## config.mk

```make
export PLATFORM = sky130hd
export DESIGN_NAME = image_frame_sender
export DESIGN_NICKNAME = d
export VERILOG_FILES = /design/src/rtl/image_frame_sender.sv
export SDC_FILE = /design/constraint.sdc
export NUM_CORES = 1
export LEC_CHECK = 0
export CAP_MARGIN = 20
export CORE_MARGIN = 8
export CORE_UTILIZATION = 45
export CTS_CLUSTER_DIAMETER = 150
export CTS_CLUSTER_SIZE = 28
export DETAILED_ROUTE_END_ITERATION = 10
export PLACE_DENSITY = 0.64
export RECOVER_POWER = 50
export SLEW_MARGIN = 20
export SYNTH_ARGS = -nofsm -noshare
export SYNTH_HDL_FRONTEND = slang
export SYNTH_SLANG_ARGS = --single-unit
```

## constraint.sdc

```tcl
create_clock -name clk -period 2.4 [get_ports clk]
set_clock_uncertainty 0.05 [all_clocks]
set_input_delay 0.36 -clock clk [delete_from_list [all_inputs] [get_ports clk]]
set_output_delay 0.36 -clock clk [all_outputs]
set_load 0.01 [all_outputs]
```

## src/rtl/image_frame_sender.sv

```systemverilog
// Transmit framer: emits a width byte, a height byte, then width*height pixel
// bytes pulled from an upstream valid/ready stream through one output register.
//
// state  | meaning
// IDLE   | waiting for start; rejects illegal dimensions with cfg_error
// SEND_W | width byte held on data_out until the transmitter takes it
// SEND_H | height byte held on data_out until the transmitter takes it
// PIXELS | forwarding upstream pixels, one per accepted handshake
// FLUSH  | last byte draining from the output register, then frame_done
module image_frame_sender #(
    parameter int DATA_BITS  = 8,
    parameter int MAX_WIDTH  = 32,
    parameter int MAX_HEIGHT = 32
) (
    input  logic                 clk,
    input  logic                 rst_n,
    input  logic                 start,
    input  logic [DATA_BITS-1:0] cfg_width,
    input  logic [DATA_BITS-1:0] cfg_height,
    input  logic [DATA_BITS-1:0] data_in,
    input  logic                 valid_in,
    output logic                 ready_in,
    output logic [DATA_BITS-1:0] data_out,
    output logic                 valid_out,
    input  logic                 ready_out,
    output logic                 busy,
    output logic                 frame_done,
    output logic                 cfg_error
);

    localparam int CNT_BITS = 2 * DATA_BITS;

    typedef enum logic [2:0] {
        IDLE,
        SEND_W,
        SEND_H,
        PIXELS,
        FLUSH
    } state_t;

    state_t               state;
    logic [DATA_BITS-1:0] width_r;
    logic [DATA_BITS-1:0] height_r;
    logic [DATA_BITS-1:0] x_cnt;
    logic [DATA_BITS-1:0] y_cnt;
    logic [CNT_BITS-1:0]  pix_left;

    logic out_xfer;
    logic out_free;
    logic pix_take;
    logic cfg_ok;
    logic x_last;
    logic last_pix;

    assign out_xfer = valid_out && ready_out;
    assign out_free = !valid_out || ready_out;
    assign ready_in = (state == PIXELS) && out_free && (pix_left != '0);
    assign pix_take = valid_in && ready_in;
    assign busy     = (state != IDLE);
    assign cfg_ok   = (cfg_width <= DATA_BITS'(MAX_WIDTH)) &&
                      (cfg_height <= DATA_BITS'(MAX_HEIGHT));
    assign x_last   = (x_cnt == width_r - DATA_BITS'(1));
    assign last_pix = x_last && (y_cnt == height_r - DATA_BITS'(1));

    always_ff @(posedge clk or negedge rst_n) begin
        if (!rst_n) begin
            state      <= IDLE;
            width_r    <= '0;
            height_r   <= '0;
            x_cnt      <= '0;
            y_cnt      <= '0;
            pix_left   <= '0;
            data_out   <= '0;
            valid_out  <= 1'b0;
            frame_done <= 1'b0;
            cfg_error  <= 1'b0;
        end else begin
            frame_done <= 1'b0;
            cfg_error  <= 1'b0;
            case (state)
                IDLE: begin
                    // A start coinciding with frame_done belongs to the frame just closed.
                    if (start && !frame_done) begin
                        if (cfg_ok) begin
                            width_r   <= cfg_width;
                            height_r  <= cfg_height;
                            pix_left  <= CNT_BITS'(cfg_width) * CNT_BITS'(cfg_height);
                            x_cnt     <= '0;
                            y_cnt     <= '0;
                            data_out  <= cfg_width;
                            valid_out <= 1'b1;
                            state     <= SEND_W;
                        end else begin
                            cfg_error <= 1'b1;
                        end
                    end
                end
                SEND_W: begin
                    if (out_xfer) begin
                        data_out <= height_r;
                        state    <= SEND_H;
                    end
                end
                SEND_H: begin
                    if (out_xfer) begin
                        valid_out <= 1'b0;
                        state     <= (pix_left == '0) ? FLUSH : PIXELS;
                    end
                end
                PIXELS: begin
                    if (out_xfer) begin
                        valid_out <= 1'b0;
                    end
                    if (pix_take) begin
                        data_out  <= data_in;
                        valid_out <= 1'b1;
                        pix_left  <= pix_left - CNT_BITS'(1);
                        if (x_last) begin
                            x_cnt <= '0;
                            y_cnt <= y_cnt + DATA_BITS'(1);
                        end else begin
                            x_cnt <= x_cnt + DATA_BITS'(1);
                        end
                        if (last_pix) begin
                            state <= FLUSH;
                        end
                    end
                end
                FLUSH: begin
                    if (out_free) begin
                        valid_out  <= 1'b0;
                        frame_done <= 1'b1;
                        state      <= IDLE;
                    end
                end
                default: state <= IDLE;
            endcase
        end
    end

endmodule

```

==> results of run 1 <==
per-stage QoR:
stage / util / setup WS [ns] / cells / hold WS [ns]
2_1_floorplan: - / -1.818 / 668 / 0.01441
3_3_place_gp: 0.5633 / -2.385 / 954 / 0.3531
3_5_place_dp: 0.5633 / -2.443 / 954 / 0.3546
4_1_cts: 0.6070 / -1.619 / 981 / 0.4079
5_1_grt: 0.6547 / -1.721 / 998 / 0.3918
6_report: 0.6547 / -1.595 / 998 / 0.3889
layout make-up:
class                   instances  area share
inverters                      60     0.02619
well taps                     176     0.02560
clock inverters                 3    0.007565
clock buffers                  13     0.03142
multi-input cells             520      0.5540
repair buffers                164      0.1749
flip-flops and latches         62      0.1804
cells in the mapped netlist, types with 2 or more instances:
cell	instances	area share
a21oi_1	30	0.025
a31oi_1	8	0.0083
o41ai_2	3	0.0081
nand4b_1	4	0.0058
nor2_1	37	0.023
ha_1	41	0.085
o21ai_0	46	0.038
nand4_1	10	0.010
and3b_1	2	0.0029
o21a_1	6	0.0075
buf_6	2	0.0037
o211ai_1	4	0.0050
dfrtp_1	62	0.26
inv_1	60	0.037
nor2b_1	14	0.015
and3_1	6	0.0062
mux2_2	11	0.021
o21ba_2	2	0.0033
o31ai_1	2	0.0025
o22ai_1	5	0.0052
o21bai_1	3	0.0037
nand3_1	9	0.0075
a211o_1	2	0.0029
a221oi_1	2	0.0029
and2_1	59	0.061
buf_2	5	0.0042
nor3b_1	2	0.0025
fa_1	36	0.12
nand2_1	50	0.031
or4_1	3	0.0037
a32o_1	3	0.0050
or2_2	2	0.0021
mux2_4	8	0.020
mux2i_1	10	0.017
xor2_1	15	0.022
nor3_1	17	0.014
a21o_1	5	0.0062
nand2b_1	7	0.0073
nor4_1	6	0.0062
xnor2_1	19	0.028
clkbuf_1	20	0.012
or3_1	6	0.0062
layer usage:
layer	up-vias	share of wire	GRT usage
met5	-	0	0
met4	0	0.025	0.07275
met3	28	0.038	0.02515
met2	141	0.51	0.3406
met1	2812	0.42	0.2360
li1	2599	-	-
registers in the layout (all words and copies together), names as in the netlist:
register,count
state,3
pix_left,16
x_cnt,8
cfg_error,1
data_out,8
width_r,8
valid_out,1
height_r,8
y_cnt,8
frame_done,1
critical path: cells and delay by family:
kind / cells / cell delay, ns
adder cells (fa/ha/maj): 5 / 2.16
AND/OR/NAND/NOR: 2 / 0.65
AO/OA/AOI/OAI: 3 / 0.63
buffers and inverters: 3 / 0.21
XOR/XNOR: 1 / 0.15
timing repair:
action | in CTS | in global routing
gates resized for setup | 104 | 120
pin swaps | 47 | 69
buffers inserted | 10 | 14
gates cloned | 0 | 4
hold buffers | 1 | 0
hold endpoints to repair | 14 | 0
endpoints found under the setup margin | 59 | 53
logic make-up (layout without fill, tap and decap cells):
logic type	Yosys count	count (layout)	synth area share
AND/OR/NAND/NOR	242	245	0.2194
AO/OA/AOI/OAI	134	134	0.1499
buffers and inverters	89	240	0.05926
adder cells (fa/ha/maj)	77	77	0.2050
flip-flops	62	62	0.2579
XOR/XNOR	34	34	0.04949
multiplexers	30	30	0.05906
power groups by stage:
stage	logic, mW	registers [mW]	clock network, mW
6_report	6.52	1.87	1.48
5_1_grt	7.05	1.91	1.54
4_1_cts	5.65	1.81	1.50
3_5_place_dp	5.36	1.81	0
3_3_place_gp	5.21	1.80	0
2_1_floorplan	3.44	1.81	0
how the worst max path moves through the flow:
stage	start	endpoint	slack, ns	depth (start not counted)
6_report	cfg_height[5]	pix_left[15]	-1.59	14
5_1_grt	cfg_height[2]	pix_left[15]	-1.72	19
4_1_cts	cfg_height[2]	pix_left[15]	-1.62	16
3_5_place_dp	cfg_height[3]	pix_left[15]	-2.44	14
3_3_place_gp	cfg_height[3]	pix_left[15]	-2.39	14
2_1_floorplan	cfg_width[3]	pix_left[15]	-1.82	14
==> results.cfg, run 1 <==
[status]
outcome = finished with violations
violations = capacitance limit, slew limit, setup timing

[setup_path]
slowest_stage = fa_1
worst_path_most_repeated_cell = fa_1
crit_chain = buf_6 -> and2_4 -> fa_1 -> fa_1 -> fa_1 -> inv_1 -> fa_1 -> inv_2 -> ha_4 -> or4_4 -> o22a_1 -> a221oi_2 -> xnor2_1 -> o211ai_1
rr_worst_depth = 9
r2r_end = y_cnt[2]
critPathKind = in -> reg
cp_slowest_stage_delay_ns = 0.56
startpoint_type = input pin
r2r_slack_ns = -0.07
path_max_fanout = 5
end_kind = flop
arrival_ns = 4.15
rr_startpoint = width_r[0]
critPathRequiredTime_ns = 2.56

[power]
power_density_nw_per_um2 = 1148
comb_power_share = 0.661
seqPwrFrac = 0.189
internal_power_mw = 5.759
p_sw_frac = 0.4168
power_mw = 9.875
netSwitchingPower_mw = 4.115
p_leak_nw = 3.978
p_clk_frac = 0.150
peakVddDrop_uv = 573.4

[layout]
mostFrequentLayoutCell = buf_4
nets = 923
diodes = 0
fill_cells = 1030
seqCellArea_um2 = 1551
area_delta_synth_final_pct = 42.94
final_layout_size_suffix_gt1_frac = 0.3564
stdcell_area_um2 = 8601
final_cell_mix = buf_4, dfrtp_1, inv_1
multi_input_area_um2 = 4765

[grt]
grt.overflow.total = 0
grt_pass1_vias = 5591
grt_pass1_wl_mm = 27.57
grt_max_degree = 63
antenna_found_initial = 0
grt_use_total = 0.1935

[timing]
finalMaxSlewViolations = 63
setup_tns_ns = -16.75
fmax_mhz = 250.3
setup_slack_ns = -1.595
fin_crit_sh = 1.665
setup_viol = 29
finalHoldViolCount = 0
relSlewSlack = -0.06704
worst_slew_pin_slew_ns = 1.601
rsz0062_at_grt = yes
min_period_ns = 3.995

[placement]
dp_hpwl_mm = 12.44
gp_congestion = 0.8892
port_buffers = 41
placed_area_um2 = 7401

[hold_path]
min_path_cells = 3
hold_path.class = in -> reg
worstHoldEndpoint = height_r[4]
hp-start = cfg_height[4]

[logic_synthesis]
yosysUniqueCellTypes = 66
yosysSeqAreaShare = 0.2578
ys_ff_latch = 62
netlist_instances = 668
syn-cell-area_um2 = 6017
synth_edf_count = 0
async_flop_share = 1.000
dominantRegCellSynth = dfrtp_1
syn_area_per_cell_um2 = 9.008
syn-num-nets = 774
yosysWarningCount = 0

[detailed_routing]
first_pass_iters = 5
final_antenna_net_count = 0
drtIter0Drc = 470
route.detailed.drc = 0
viasPerCell = 5.591
wl_per_cell_um = 17.62
vias = 5580
wirelength_mm = 17.59

[clocking]
clk_latency_ns = 0.33
cts_max_path_buffers = 2
cts_tree = done
cts-root-buf = clkbuf_16
ctsHtreeMaxLevel = 3
cts_buffers = 9
clk_pin_slew_worst_paths_ns = 0.05
clock-sinks = 62

[die]
ios = 42
core_area_um2 = 13140
die_w_um = 131.6
fp-row-count = 42
start_util = 0.4580
die-area_um2 = 17330
die_h_um = 131.6

[flow_run]
max_cap_viol_count = 1
(Power assumes the default switching activity.)
==> inputs of run 2 (changes only) <==
- ABC_AREA: default -> 1
- SLEW_MARGIN: 20 -> 30
==> results.cfg, run 2 <==
[logic_synthesis]
synth_edf_count = 0
ys_ff_latch = 62
async_flop_share = 1.000
synth_area_leader_cell = dfrtp_1
yosysWarningCount = 0
yosysSeqAreaShare = 0.2467
synth_top_area_frac = 0.2467
synth.area.top_cells = dfrtp_1, nand2_1, fa_1, inv_1, ha_1
dominantRegCellSynth = dfrtp_1
syn_area_per_cell_um2 = 6.927
netlist_instances = 908
yosysUniqueCellTypes = 43
yosysMostFrequentCell = nand2_1
syn-cell-area_um2 = 6290
ys_top_cells_by_count = nand2_1, inv_1, nor2_1, dfrtp_1, o21ai_0
syn-num-nets = 1014

[timing]
fin_crit_sh = 1.503
setup_slack_ns = -1.208
min_period_ns = 3.608
relSlewSlack = 0.04147
finalMaxSlewViolations = 0
rsz0062_at_grt = yes
setup_tns_ns = -12.18
finalHoldViolCount = 0
setup_viol = 12
fmax_mhz = 277.1
worst_slew_pin_slew_ns = 1.438

[detailed_routing]
final_antenna_net_count = 0
wirelength_mm = 15.63
viasPerCell = 4.914
wl_per_cell_um = 12.99
first_pass_iters = 5
drtIter0Drc = 380
route.detailed.drc = 0
vias = 5912

[grt]
grt_pass1_vias = 5854
antenna_found_initial = 0
grt.overflow.total = 0
grt_pass1_wl_mm = 27.43
grt_max_degree = 30
grt_use_total = 0.1853

[setup_path]
path_max_fanout = 4
critPathKind = in -> reg
arrival_ns = 3.78
end_kind = flop
rr_startpoint = width_r[0]
cp_slowest_stage_delay_ns = 0.52
worst_path_most_repeated_cell = fa_1
startpoint_type = input pin
rr_worst_depth = 14
cp-endpoint = pix_left[14]
slowest_stage = fa_1
r2r_slack_ns = 0.24
crit_chain = buf_8 -> buf_6 -> nand2_2 -> inv_2 -> fa_1 -> fa_1 -> fa_1 -> inv_1 -> fa_1 -> inv_2 -> ha_4 -> a21oi_1 -> o21a_1 -> nand2_2 -> nand2_1 -> nand3_1 -> nand3_1 -> nand2_1 -> nand2_1 -> o21ai_1
r2r_end = y_cnt[5]
worstSetupStartpoint = cfg_width[4]
critPathRequiredTime_ns = 2.57

[layout]
multi_input_area_um2 = 4237
final_util = 0.5955
seqCellArea_um2 = 1551
fill_cells = 1296
largest_reg_flops = 16
stdcell_area_um2 = 8202
mostFrequentLayoutCell = nand2_1
nets = 1124
final_layout_size_suffix_gt1_frac = 0.2278
area_delta_synth_final_pct = 30.40
diodes = 0
final_cell_mix = nand2_1, inv_1, nor2_1
regMostFlops = pix_left

[placement]
placed_area_um2 = 7533
dp_hpwl_mm = 12.26
gp_congestion = 0.8310
port_buffers = 41
dpl_worst_slack_ns = -2.082

[die]
start_util = 0.4567
die_w_um = 134.2
die_h_um = 134.2
core_area_um2 = 13770
ios = 42
die-area_um2 = 18020
fp-row-count = 43

[power]
power_density_nw_per_um2 = 1070
p_leak_nw = 4.433
peakVddDrop_uv = 537.9

[clocking]
ctsHtreeMaxLevel = 3
cts-root-buf = clkbuf_16
cts_buffers = 9
clk_latency_ns = 0.33
clock-sinks = 62
cts_max_path_buffers = 2
cts_tree = done
clk_pin_slew_worst_paths_ns = 0.06

[status]
outcome = finished with violations
violations = setup timing

[flow_run]
max_cap_viol_count = 0

[hold_path]
hold_path.class = in -> async
==> run 2: changes by cell type in the layout (fill, tap and decap cells not counted), moves of 11 or more <==
| cell | change |
|---|---|
| and2_1 | -37 |
| and2_4 | -21 |
| buf_4 | -28 |
| inv_1 | +108 |
| inv_2 | +13 |
| mux2_4 | -17 |
| nand2_1 | +177 |
| nand2_2 | +13 |
| nand3_1 | +31 |
| nor2_1 | +43 |
| nor2b_1 | -11 |
| o21ai_0 | +14 |
==> run 2: layer usage <==
| metal | share of wire | GRT usage | up-vias |
|---|---|---|---|
| met5 | 0 | 0 | - |
| met4 | 0.020 | 0.05552 | 0 |
| met3 | 0.032 | 0.03328 | 22 |
| met2 | 0.49 | 0.3148 | 94 |
| met1 | 0.46 | 0.2337 | 2761 |
| li1 | - | - | 3035 |
==> run 2: final cells by class <==
cell class,instances,area share
Clock buffer,13,0.03051
Tap cell,180,0.02746
Inverter,183,0.08436
Multi-Input combinational cell,632,0.5166
Timing Repair Buffer,130,0.1466
Sequential cell,62,0.1892
Clock inverter,3,0.005339
==> run 2: logic make-up (layout without fill, tap and decap cells) <==
logic type	after synthesis	count (layout)	synth area share
simple gates	411	411	0.2755
buf+inv	214	329	0.1339
compound gates	119	119	0.1130
fa+ha+maj	77	77	0.1961
flops	62	62	0.2467
xor+xnor	25	25	0.03481
==> run 2: worst max-delay path, delay by kind of cell <==
family | cells | cell delay, ns
fa+ha+maj | 5 | 2.20
simple gates | 7 | 0.47
buf+inv | 5 | 0.35
compound gates | 3 | 0.38
==> run 2: where the power goes <==
group / leakage (nW) / switching, mW / internal, mW / total [mW]
Clock: 0.144 / 0.482 / 0.833 / 1.32
Combinational: 3.49 / 3.12 / 2.55 / 5.67
Sequential: 0.804 / 0.378 / 1.41 / 1.79
Total: 4.43 / 3.98 / 4.79 / 8.78
==> run 2: worst min path at each step <==
stage	start	end	slack (ns)	cells past startpoint
after global placement	rst_n	height_r[7]	0.36	1
final	rst_n	data_out[7]	0.30	1
after global routing	cfg_height[3]	height_r[3]	0.38	4
after detailed placement	rst_n	data_out[7]	0.36	1
after floorplan	rst_n	cfg_error	0.01	0
after CTS	rst_n	data_out[7]	0.01	1
==> run 2: metrics by stage <==
stage / power (mW) / cells / hold WS [ns]
after floorplan: 5.300 / 908 / 0.01441
after global placement: 6.903 / 1177 / 0.3615
after detailed placement: 6.953 / 1177 / 0.3638
after CTS: 8.633 / 1199 / 0.01125
after global routing: 9.666 / 1203 / 0.3780
final: 8.776 / 1203 / 0.3031
==> run 2: what timing repair did <==
action / CTS / global route
resized for setup: 147 / 48
pin swaps: 40 / 30
setup endpoints to repair: 14 / 23
hold buffers: 0 / 0
setup buffers: 6 / 6
